### src/rtl/pwm_driver_motoare_pkg.sv
// Shared definitions for the motor PWM driver: direction codes, BCD limits,
// channel state encoding and small BCD helpers.
package pwm_driver_motoare_pkg;

    localparam logic [1:0]  DIR_STOP = 2'b00;
    localparam logic [1:0]  DIR_FWD  = 2'b10;
    localparam logic [1:0]  DIR_REV  = 2'b01;

    localparam logic [11:0] BCD_MAX  = 12'h999;

    typedef enum logic {
        ST_RUN  = 1'b0,
        ST_DEAD = 1'b1
    } canal_state_t;

    // Three-digit BCD increment with per-digit carry, wrapping 999 -> 000.
    function automatic logic [11:0] bcd_inc(input logic [11:0] value);
        logic [3:0] d0;
        logic [3:0] d1;
        logic [3:0] d2;
        d0 = value[3:0];
        d1 = value[7:4];
        d2 = value[11:8];
        if (d0 == 4'd9) begin
            d0 = 4'd0;
            if (d1 == 4'd9) begin
                d1 = 4'd0;
                if (d2 == 4'd9) begin
                    d2 = 4'd0;
                end else begin
                    d2 = d2 + 4'd1;
                end
            end else begin
                d1 = d1 + 4'd1;
            end
        end else begin
            d0 = d0 + 4'd1;
        end
        return {d2, d1, d0};
    endfunction

    function automatic logic [11:0] bcd_sanitise(input logic [11:0] value);
        if ((value[3:0] > 4'd9) || (value[7:4] > 4'd9) || (value[11:8] > 4'd9)) begin
            return BCD_MAX;
        end
        return value;
    endfunction

    // The illegal code 11 is treated as a stop request.
    function automatic logic [1:0] dir_sanitise(input logic [1:0] dir);
        case (dir)
            DIR_FWD, DIR_REV: return dir;
            default:          return DIR_STOP;
        endcase
    endfunction

endpackage

### src/rtl/pwm_driver_motoare_canal.sv
// One H-bridge channel: command latching on period boundaries, reversal
// dead time (RUN/DEAD FSM) and the registered PWM comparator.
import pwm_driver_motoare_pkg::*;

module pwm_canal #(
    parameter int DEAD_PERIODS = 2
) (
    input  logic        clk,
    input  logic        rst_n,
    input  logic        i_boundary,
    input  logic [11:0] i_count,
    input  logic [1:0]  i_dir,
    input  logic [11:0] i_factor,
    output logic [1:0]  o_dir,
    output logic        o_pwm
);

    localparam int             DW        = (DEAD_PERIODS > 1) ? $clog2(DEAD_PERIODS) : 1;
    localparam logic [DW-1:0]  DEAD_LOAD = DW'(DEAD_PERIODS - 1);

    canal_state_t  r_state;
    canal_state_t  w_state_next;
    logic [1:0]    r_dir_lat;
    logic [1:0]    w_dir_next;
    logic [1:0]    w_dir_new;
    logic [11:0]   r_duty_lat;
    logic [11:0]   w_duty_next;
    logic [11:0]   w_factor_san;
    logic [DW-1:0] r_dead_cnt;
    logic [DW-1:0] w_dead_next;
    logic          r_pwm;

    assign w_dir_new    = dir_sanitise(i_dir);
    assign w_factor_san = bcd_sanitise(i_factor);

    always_ff @(posedge clk or negedge rst_n) begin
        if (!rst_n) begin
            r_state <= ST_RUN;
        end else begin
            r_state <= w_state_next;
        end
    end

    // Commands are only looked at on a boundary; in between everything holds.
    always_comb begin
        w_state_next = r_state;
        w_dir_next   = r_dir_lat;
        w_duty_next  = r_duty_lat;
        w_dead_next  = r_dead_cnt;
        if (i_boundary) begin
            case (r_state)
                ST_RUN: begin
                    if (w_dir_new == r_dir_lat) begin
                        w_duty_next = w_factor_san;
                    end else if ((w_dir_new == DIR_STOP) || (r_dir_lat == DIR_STOP)) begin
                        w_dir_next  = w_dir_new;
                        w_duty_next = w_factor_san;
                    end else begin
                        w_state_next = ST_DEAD;
                        w_dir_next   = DIR_STOP;
                        w_dead_next  = DEAD_LOAD;
                    end
                end
                ST_DEAD: begin
                    if (r_dead_cnt != '0) begin
                        w_dead_next = r_dead_cnt - 1'b1;
                    end else begin
                        w_state_next = ST_RUN;
                        w_dir_next   = w_dir_new;
                        w_duty_next  = w_factor_san;
                    end
                end
                default: begin
                    w_state_next = ST_RUN;
                end
            endcase
        end
    end

    always_ff @(posedge clk or negedge rst_n) begin
        if (!rst_n) begin
            r_dir_lat  <= DIR_STOP;
            r_duty_lat <= '0;
            r_dead_cnt <= '0;
        end else begin
            r_dir_lat  <= w_dir_next;
            r_duty_lat <= w_duty_next;
            r_dead_cnt <= w_dead_next;
        end
    end

    // Count 999 never satisfies count < duty, so the output is always low on
    // the edge that applies a new command.
    always_ff @(posedge clk or negedge rst_n) begin
        if (!rst_n) begin
            r_pwm <= 1'b0;
        end else begin
            r_pwm <= (r_state == ST_RUN) && (r_dir_lat != DIR_STOP) && (i_count < r_duty_lat);
        end
    end

    assign o_dir = r_dir_lat;
    assign o_pwm = r_pwm;

endmodule

### src/rtl/pwm_driver_motoare.sv
// Two-channel H-bridge PWM driver: shared prescaler and BCD period counter,
// period boundary strobe, and one pwm_canal per motor driver.
import pwm_driver_motoare_pkg::*;

module pwm_driver_motoare #(
    parameter int PRESC        = 50,
    parameter int DEAD_PERIODS = 2
) (
    input  logic        clk,
    input  logic        rst_n,
    input  logic [1:0]  directie_driverA,
    input  logic [1:0]  directie_driverB,
    input  logic [11:0] factor_dc_driverA,
    input  logic [11:0] factor_dc_driverB,
    output logic [1:0]  dir_outA,
    output logic [1:0]  dir_outB,
    output logic        pwm_A,
    output logic        pwm_B,
    output logic        perioada
);

    localparam int            PW         = (PRESC > 1) ? $clog2(PRESC) : 1;
    localparam logic [PW-1:0] PRESC_LAST = PW'(PRESC - 1);

    logic [PW-1:0] r_presc;
    logic [11:0]   r_count;
    logic          r_perioada;
    logic          w_tick;
    logic          w_boundary;

    assign w_tick     = (r_presc == PRESC_LAST);
    assign w_boundary = w_tick && (r_count == BCD_MAX);

    always_ff @(posedge clk or negedge rst_n) begin
        if (!rst_n) begin
            r_presc <= '0;
        end else if (w_tick) begin
            r_presc <= '0;
        end else begin
            r_presc <= r_presc + 1'b1;
        end
    end

    always_ff @(posedge clk or negedge rst_n) begin
        if (!rst_n) begin
            r_count    <= '0;
            r_perioada <= 1'b0;
        end else begin
            r_perioada <= w_boundary;
            if (w_tick) begin
                r_count <= bcd_inc(r_count);
            end
        end
    end

    assign perioada = r_perioada;

    pwm_canal #(
        .DEAD_PERIODS (DEAD_PERIODS)
    ) u_canal_a (
        .clk        (clk),
        .rst_n      (rst_n),
        .i_boundary (w_boundary),
        .i_count    (r_count),
        .i_dir      (directie_driverA),
        .i_factor   (factor_dc_driverA),
        .o_dir      (dir_outA),
        .o_pwm      (pwm_A)
    );

    pwm_canal #(
        .DEAD_PERIODS (DEAD_PERIODS)
    ) u_canal_b (
        .clk        (clk),
        .rst_n      (rst_n),
        .i_boundary (w_boundary),
        .i_count    (r_count),
        .i_dir      (directie_driverB),
        .i_factor   (factor_dc_driverB),
        .o_dir      (dir_outB),
        .o_pwm      (pwm_B)
    );

endmodule
### config.mk
export PLATFORM = sky130hd
export DESIGN_NAME = pwm_driver_motoare
export DESIGN_NICKNAME = d
export VERILOG_FILES = /design/src/rtl/pwm_driver_motoare_pkg.sv /design/src/rtl/pwm_driver_motoare_canal.sv /design/src/rtl/pwm_driver_motoare.sv
export SDC_FILE = /design/constraint.sdc
export NUM_CORES = 1
export LEC_CHECK = 0
export ABC_CLOCK_PERIOD_IN_PS = 1900
export BUFFER_PORTS_ARGS = -buffer_cell sky130_fd_sc_hd__buf_2
export CAP_MARGIN = 40
export CORE_ASPECT_RATIO = 1.5
export CORE_UTILIZATION = 53
export DETAILED_ROUTE_END_ITERATION = 10
export MAX_ROUTING_LAYER = met4
export PLACE_DENSITY = 0.76
export SETUP_SLACK_MARGIN = 0.15
export SLEW_MARGIN = 20
export SYNTH_ARGS = -nofsm -noshare
export SYNTH_HDL_FRONTEND = slang
export SYNTH_SLANG_ARGS = --single-unit
### constraint.sdc
create_clock -name clk -period 1.9 [get_ports clk]
set_input_delay 0.095 -clock clk [delete_from_list [all_inputs] [get_ports clk]]
set_output_delay 0.095 -clock clk [all_outputs]
set_load 0.01 [all_outputs]
==> flow_summary.yaml, run 1 <==
run_status:
  status: "complete, no violations"
layout:
  diodes: 0
  fin_nets: 458
  synthToLayoutAreaGrowth_pct: 22.2
  final_common_cell: "dfrtp_1"
  layout_common_cells: "53 x dfrtp_1, 38 x inv_1, 36 x nand2_1, 36 x buf_2, 29 x buf_4"
  drive_above_1_share_pct: 25.3
  design_area_mm2: 0.00387
pwr:
  ir_worst_vdd_uv: 508
  power_density_mw_per_mm2: 513
  total_leakage_power_nw: 2.16
setup_path:
  startpoint_type: "flop"
  path_class: "reg2reg"
  cp.required_ns: 2.09
  critPathMaxStageDelay_ns: 0.39
  worstPathCellList: "inv_2 > ha_4 > nand2_4 > nor4_4 > and4_4 > o41ai_4 > mux2_4"
  crit_arrival_ns: 2.03
  cp_num_buf_inv: 1
  end_kind: "flop"
  path_max_fanout: 4
  critPathTopFamily: "simple AND/OR/NAND/NOR gates"
  slowest_stage: "dfrtp_1"
timing:
  finClkSkew_ns: 0.00951
  tns_ns: 0
  slew_headroom_pct: 71.0
  rsz0062_at_grt: "true"
  hold_viol: 0
  tightest_slew_ns: 0.430
  finalSetupViolCount: 0
  finalCritPeriodShare_pct: 96.6
  final.min_clock_period_ns: 1.83
  fmax_mhz: 545
  slew_viol_final: 0
placement:
  globalplace.congestion: 0.871
  port_buffers: 36
  place_area_mm2: 0.00357
  hpwl_mm: 4.82
clock_network:
  clock_path_buffers: 2
  root_buffer: "clkbuf_8"
  cts-buffers-inserted: 5
  clkLatencyLatePin_ns: 0.31
  cts_sinks: 53
  cts_tree: "yes"
  h-tree-depth: 2
  clk_pin_slew_worst_paths_ns: 0.08
global_route:
  antenna_found_initial: 0
  grt_usage_pct: 22.0
  grt_max_degree: 20
  grt_first_pass_wirelength_mm: 10.6
  grt_pass1_vias: 2584
  grt-ovfl-total: 0
yosys:
  syn_area_per_cell_um2: 9.71
  synthesis.nets: 384
  synth_area_mm2: 0.00316
  ys_types: 36
  yosysWarnings: 0
  synth_cells: 326
  yosys.area.top_type: "dfrtp_1"
  ys_ff_latch: 53
  ys_seq_area_share_pct: 41.9
  synth_top_area_share_pct: 41.9
  ys_top_cells_by_area: "dfrtp_1 42%, ha_1 11%, mux2i_1 7.9%, inv_1 4.6%, nand2_1 4.4%"
floorplan:
  start_util_pct: 54.7
  dieArea_mm2: 0.00629
  core_mm2: 0.00579
  fp.dieH_um: 96.6
  rows: 34
  io_pins: 37
  die_w_um: 65.1
detailed_routing:
  wl_per_cell_um: 14.1
  wl_met1_mm: 2.64
  top_layer: "met4"
  vias_per_cell: 5.40
  wl_met3_um: 224
  vias: 2549
  drt_first_pass_iters: 4
  ant_nets: 0
  drt_iter0_markers: 83
  met2_length_mm: 3.58
  drc: 0
  wirelength_mm: 6.64
min_path:
  hold_class: "in2reg"
flow_run:
  cap_viol_max_count: 0
worst paths after layout:
kind / start / endpoint / slack [ns] / cells after the start
min in group asynchronous: rst_n / u_canal_b.o_dir[0]$_DFFE_PN0P_ / 0.22 / 2
hold reg to reg: u_canal_b.r_dead_cnt$_DFFE_PN0P_ / u_canal_b.r_dead_cnt$_DFFE_PN0P_ / 0.51 / 2
setup / recovery: r_presc[1]$_DFF_PN0_ / u_canal_a.o_dir[1]$_DFFE_PN0P_ / 0.07 / 7
hold / removal: factor_dc_driverA[2] / u_canal_a.r_duty_lat[2]$_DFFE_PN0P_ / 0.03 / 3
max in group asynchronous: rst_n / u_canal_a.r_duty_lat[3]$_DFFE_PN0P_ / 1.09 / 3
setup reg to reg: r_presc[1]$_DFF_PN0_ / u_canal_a.o_dir[1]$_DFFE_PN0P_ / 0.07 / 7
registers in the layout (all words and copies together), names as in the netlist:
| signal | count |
|---|---|
| u_canal_b.r_dead_cnt | 1 |
| perioada | 1 |
| u_canal_a.o_pwm | 1 |
| u_canal_b.r_duty_lat | 12 |
| r_presc | 6 |
| u_canal_b.r_state | 1 |
| u_canal_a.o_dir | 2 |
| u_canal_b.o_pwm | 1 |
| u_canal_a.r_duty_lat | 12 |
| u_canal_a.r_state | 1 |
| r_count | 12 |
| u_canal_b.o_dir | 2 |
| u_canal_a.r_dead_cnt | 1 |
worst min-delay path, cell delays in order:
cell	delay, ns
buf_2	0.10
nand2_1	0.05
mux2i_1	0.05
synth_stat cells (all sizes together):
master    n
a211oi    4
a21o      4
a21oi     6
a22o      5
and2      1
and3      2
and4      4
buf       3
dfrtp    53
ha       28
inv      39
mux2      4
mux2i    25
nand2    37
nand2b    8
nand3     8
nand4     5
nand4b    1
nand4bb   2
nor2     29
nor2b     6
nor3      9
nor4      6
o21a      2
o21ai    21
o41ai     2
or2       2
or4       1
xnor2     7
xor2      2
cells by family after synthesis:
| group | Yosys count | synth area share [%] |
|---|---|---|
| AOI/OAI and AO/OA | 44 | 9.05 |
| xor gates and xnor gates | 9 | 2.49 |
| adders and majority gates | 28 | 11.1 |
| buffers and inverters | 42 | 5.50 |
| DFF | 53 | 41.9 |
| muxes | 29 | 9.57 |
| and+or+nand+nor | 121 | 20.4 |
metrics by stage:
stage	setup slack [ns]	hold WS [ns]	util, %	instances	total power [mW]
after floorplan	0.157	-0.201	-	326	1.19
after global placement	0.0763	0.0291	61.7	452	1.26
after detailed placement	0.0435	0.0340	61.7	452	1.27
after CTS	0.0822	0.0234	64.0	462	2.00
after global routing	0.0130	0.0246	66.8	472	2.07
final	0.0654	0.0273	66.8	472	1.98
where the power goes:
group | total (mW) | internal, mW | switching [mW] | leakage [nW]
Combinational | 0.118 | 0.0470 | 0.0712 | 1.52
Clock | 0.740 | 0.383 | 0.356 | 0.0540
Sequential | 1.13 | 1.13 | 0 | 0.581
metal layers:
layer,vias to the layer above,GRT usage [%]
li1,1264,-
met1,1197,24.0
met2,70,38.7
met3,18,3.89
met4,0,8.53
met5,-,-
what timing repair did:
action | in CTS | in global routing
setup endpoints to repair | 28 | 35
gates cloned | 0 | 2
pin swaps | 3 | 5
resized for setup | 1 | 19
setup buffers | 2 | 8
endpoints found under the hold margin | 15 | 0
hold buffers | 1 | 0
final cells by class:
cell class                      count  area, um^2
Clock buffer                        5        68.8
Clock inverter                      2        35.0
Fill cell                         459        1920
Inverter                           39         146
Multi-Input combinational cell    233        1770
Sequential cell                    53        1330
Tap cell                           72        90.1
Timing Repair Buffer               68         430
(Power assumes the default switching activity.)
==> run 2, diff against run 1 <==
Settings changed: ABC_AREA set to 1, CTS_CLUSTER_DIAMETER set to 30.
==> run 2 against run 1 <==
Effect of this change:
- clock power fell by 15%
- combinational power rose by 4%
- synthesized cell count rose by 40%
- non-clock buffer count fell by 22
- count of clock-buffer cells in the layout rose by 1
- setup slack improved by 0.23 ns
- final cell count rose by 22%
- hold slack improved by 0.065 ns
- die area rose by 7.5%
- critical path depth fell by 1
- first-iteration DRC count rose by 53%
- sequential share of layout area rose by 0.53 points
- critical path type unchanged
==> flow_summary.yaml, run 2 <==
run_status:
  status: "complete, no violations"
timing:
  finalCritPeriodShare_pct: 84.7
  slew_viol_final: 0
  slew_headroom_pct: 61.0
  timing.hold.ws_ns: 0.0926
  final.min_clock_period_ns: 1.61
  fmax_mhz: 621
  finClkSkew_ns: 0.00543
  finalSetupViolCount: 0
  setup_slack_ns: 0.290
  tightest_slew_ns: 0.586
  hold_viol: 0
  tns_ns: 0
  rsz0062_at_grt: "true"
yosys:
  ys_types: 28
  synth_edf_count: 0
  synth_area_mm2: 0.00341
  synth_top_area_share_pct: 38.9
  ys_top_cells_by_area: "dfrtp_1 39%, nand2_1 15%, ha_1 10%, inv_1 8.8%, nand3_1 4.8%"
  ys_seq_area_share_pct: 38.9
  ys.flop_type: "dfrtp_1"
  yosysMostFrequentCell: "nand2_1"
  async_flop_share_pct: 100
  syn_area_per_cell_um2: 7.46
  synthTopCellsByCount: "138 x nand2_1, 80 x inv_1, 53 x dfrtp_1"
  yosys.area.top_type: "dfrtp_1"
  yosysWarnings: 0
  synthesis.nets: 515
  synth_cells: 457
  ys_ff_latch: 53
setup_path:
  r2r_end: "u_canal_b.r_duty_lat[3]$_DFFE_PN0P_"
  rr_worst_depth: 6
  cp.required_ns: 2.11
  endpoint: "u_canal_b.r_duty_lat[3]$_DFFE_PN0P_"
  startpoint_type: "flop"
  path_max_fanout: 14
  crit_arrival_ns: 1.82
  end_kind: "flop"
  ff2ff_setup_slack_ns: 0.29
  setup.worst_path.start: "u_canal_b.o_dir[1]$_DFFE_PN0P_"
  worstReg2RegStart: "u_canal_b.o_dir[1]$_DFFE_PN0P_"
  path_class: "reg2reg"
placement:
  port_buffers: 36
  dp.cells: 565
  hpwl_mm: 5.55
  globalplace.congestion: 0.765
  place_area_mm2: 0.00367
  pre_cts_slack_ns: 0.136
floorplan:
  fp.dieH_um: 100
  die_w_um: 67.5
  core_mm2: 0.00617
  start_util_pct: 55.2
  io_pins: 37
  dieArea_mm2: 0.00676
  rows: 35
detailed_routing:
  drc: 0
  drt_iter0_markers: 127
  ant_nets: 0
  wirelength_mm: 7.05
  vias: 2967
  wl_per_cell_um: 12.2
  drt_first_pass_iters: 4
  vias_per_cell: 5.13
clock_network:
  h-tree-depth: 2
  cts_sinks: 53
  root_buffer: "clkbuf_8"
  clk_pin_slew_worst_paths_ns: 0.10
  clock_path_buffers: 2
  cts-buffers-inserted: 5
  clkLatencyLatePin_ns: 0.31
  cts_tree: "yes"
global_route:
  grt_first_pass_wirelength_mm: 11.8
  grt_pass1_vias: 2872
  antenna_found_initial: 0
  grt_usage_pct: 23.9
  grt_max_degree: 31
  grt-ovfl-total: 0
layout:
  layout_common_cells: "138 x nand2_1, 80 x inv_1, 53 x dfrtp_1"
  fin_nets: 561
  drive_above_1_share_pct: 15.3
  final_cells: 578
  top_regs: "r_count: 12 flops, u_canal_a.r_duty_lat: 12 flops, u_canal_b.r_duty_lat: 12 flops"
  synthToLayoutAreaGrowth_pct: 11.7
  final_common_cell: "nand2_1"
  diodes: 0
  design_area_mm2: 0.00381
min_path:
  hold_class: "in2reg"
pwr:
  total_leakage_power_nw: 2.10
  ir_worst_vdd_uv: 317
  power_density_mw_per_mm2: 494
flow_run:
  cap_viol_max_count: 0
-- run 2: cell types whose count changed in the layout (fill, tap and decap cells not counted), moves of 6 or more --
| cell | delta |
|---|---|
| nor3_1 | -6 |
| a21oi_1 | +12 |
| buf_4 | -21 |
| nand3_1 | +25 |
| nand2_1 | +102 |
| nand3b_1 | +6 |
| xnor2_1 | -6 |
| inv_1 | +42 |
| mux2i_1 | -25 |
-- run 2: per-layer routing --
layer / up-vias / share of wire [%] / track usage, %
li1: 1510 / - / -
met3: 11 / 3.1 / 3.64
met2: 57 / 53 / 42.3
met5: - / 0 / -
met1: 1389 / 42 / 24.8
met4: 0 / 2.7 / 11.8
-- run 2: cell families after synthesis --
| kind of cell | synth area share, % |
|---|---|
| buffers and inverters | 10.9 |
| XOR/XNOR | 1.80 |
| flip-flops | 38.9 |
| adder cells (fa/ha/maj) | 10.3 |
| AND/OR/NAND/NOR | 32.1 |
| AO/OA/AOI/OAI | 6.02 |
-- run 2: how the worst min path moves through the flow --
stage	start	cells after the start	slack, ns	to
6_report	factor_dc_driverA[0]	5	0.09	u_canal_a.r_duty_lat[0]$_DFFE_PN0P_
4_1_cts	factor_dc_driverA[0]	5	0.09	u_canal_a.r_duty_lat[0]$_DFFE_PN0P_
2_1_floorplan	rst_n	0	-0.20	perioada$_DFF_PN0_
5_1_grt	factor_dc_driverA[1]	5	0.12	u_canal_a.r_duty_lat[1]$_DFFE_PN0P_
3_5_place_dp	rst_n	1	0.12	u_canal_a.o_dir[1]$_DFFE_PN0P_
3_3_place_gp	rst_n	1	0.12	u_canal_a.o_dir[1]$_DFFE_PN0P_
-- run 2: power by group --
part           total [mW]  switching [mW]  internal [mW]
logic               0.123          0.0761         0.0465
clock network       0.630           0.373          0.257
registers            1.13               0           1.13
total                1.88           0.449           1.43
-- run 2: timing repair --
action,4_1_cts,5_1_grt
hold buffers,1,0
setup endpoints to repair,0,24
endpoints found under the hold margin,23,0
gates resized for setup,0,2
buffers inserted,0,4
-- run 2: metrics by stage --
stage / power (mW) / util (%)
detailed placement: 1.27 / 59.5
CTS: 1.89 / 61.0
floorplan: 1.20 / -
global placement: 1.27 / 59.5
finish: 1.88 / 61.7
global route: 1.95 / 61.7
-- run 2: worst max-delay path: stages (launching register included) --
cell and delay [ns]:
dfrtp_1 0.44, nor2_1 0.22, nor2_2 0.11, a21boi_4 0.35
nand2_2 0.22, nand2_1 0.11, nand2_1 0.05
-- run 2: final cells by class --
cell class	instances	area, um^2
sequential	53	1330
timing repair buffer	46	270
multi-input combinational	314	1720
tap	74	92.6
clock inverter	2	10.0
clock buffer	6	72.6
fill	566	2370
inverter	83	312
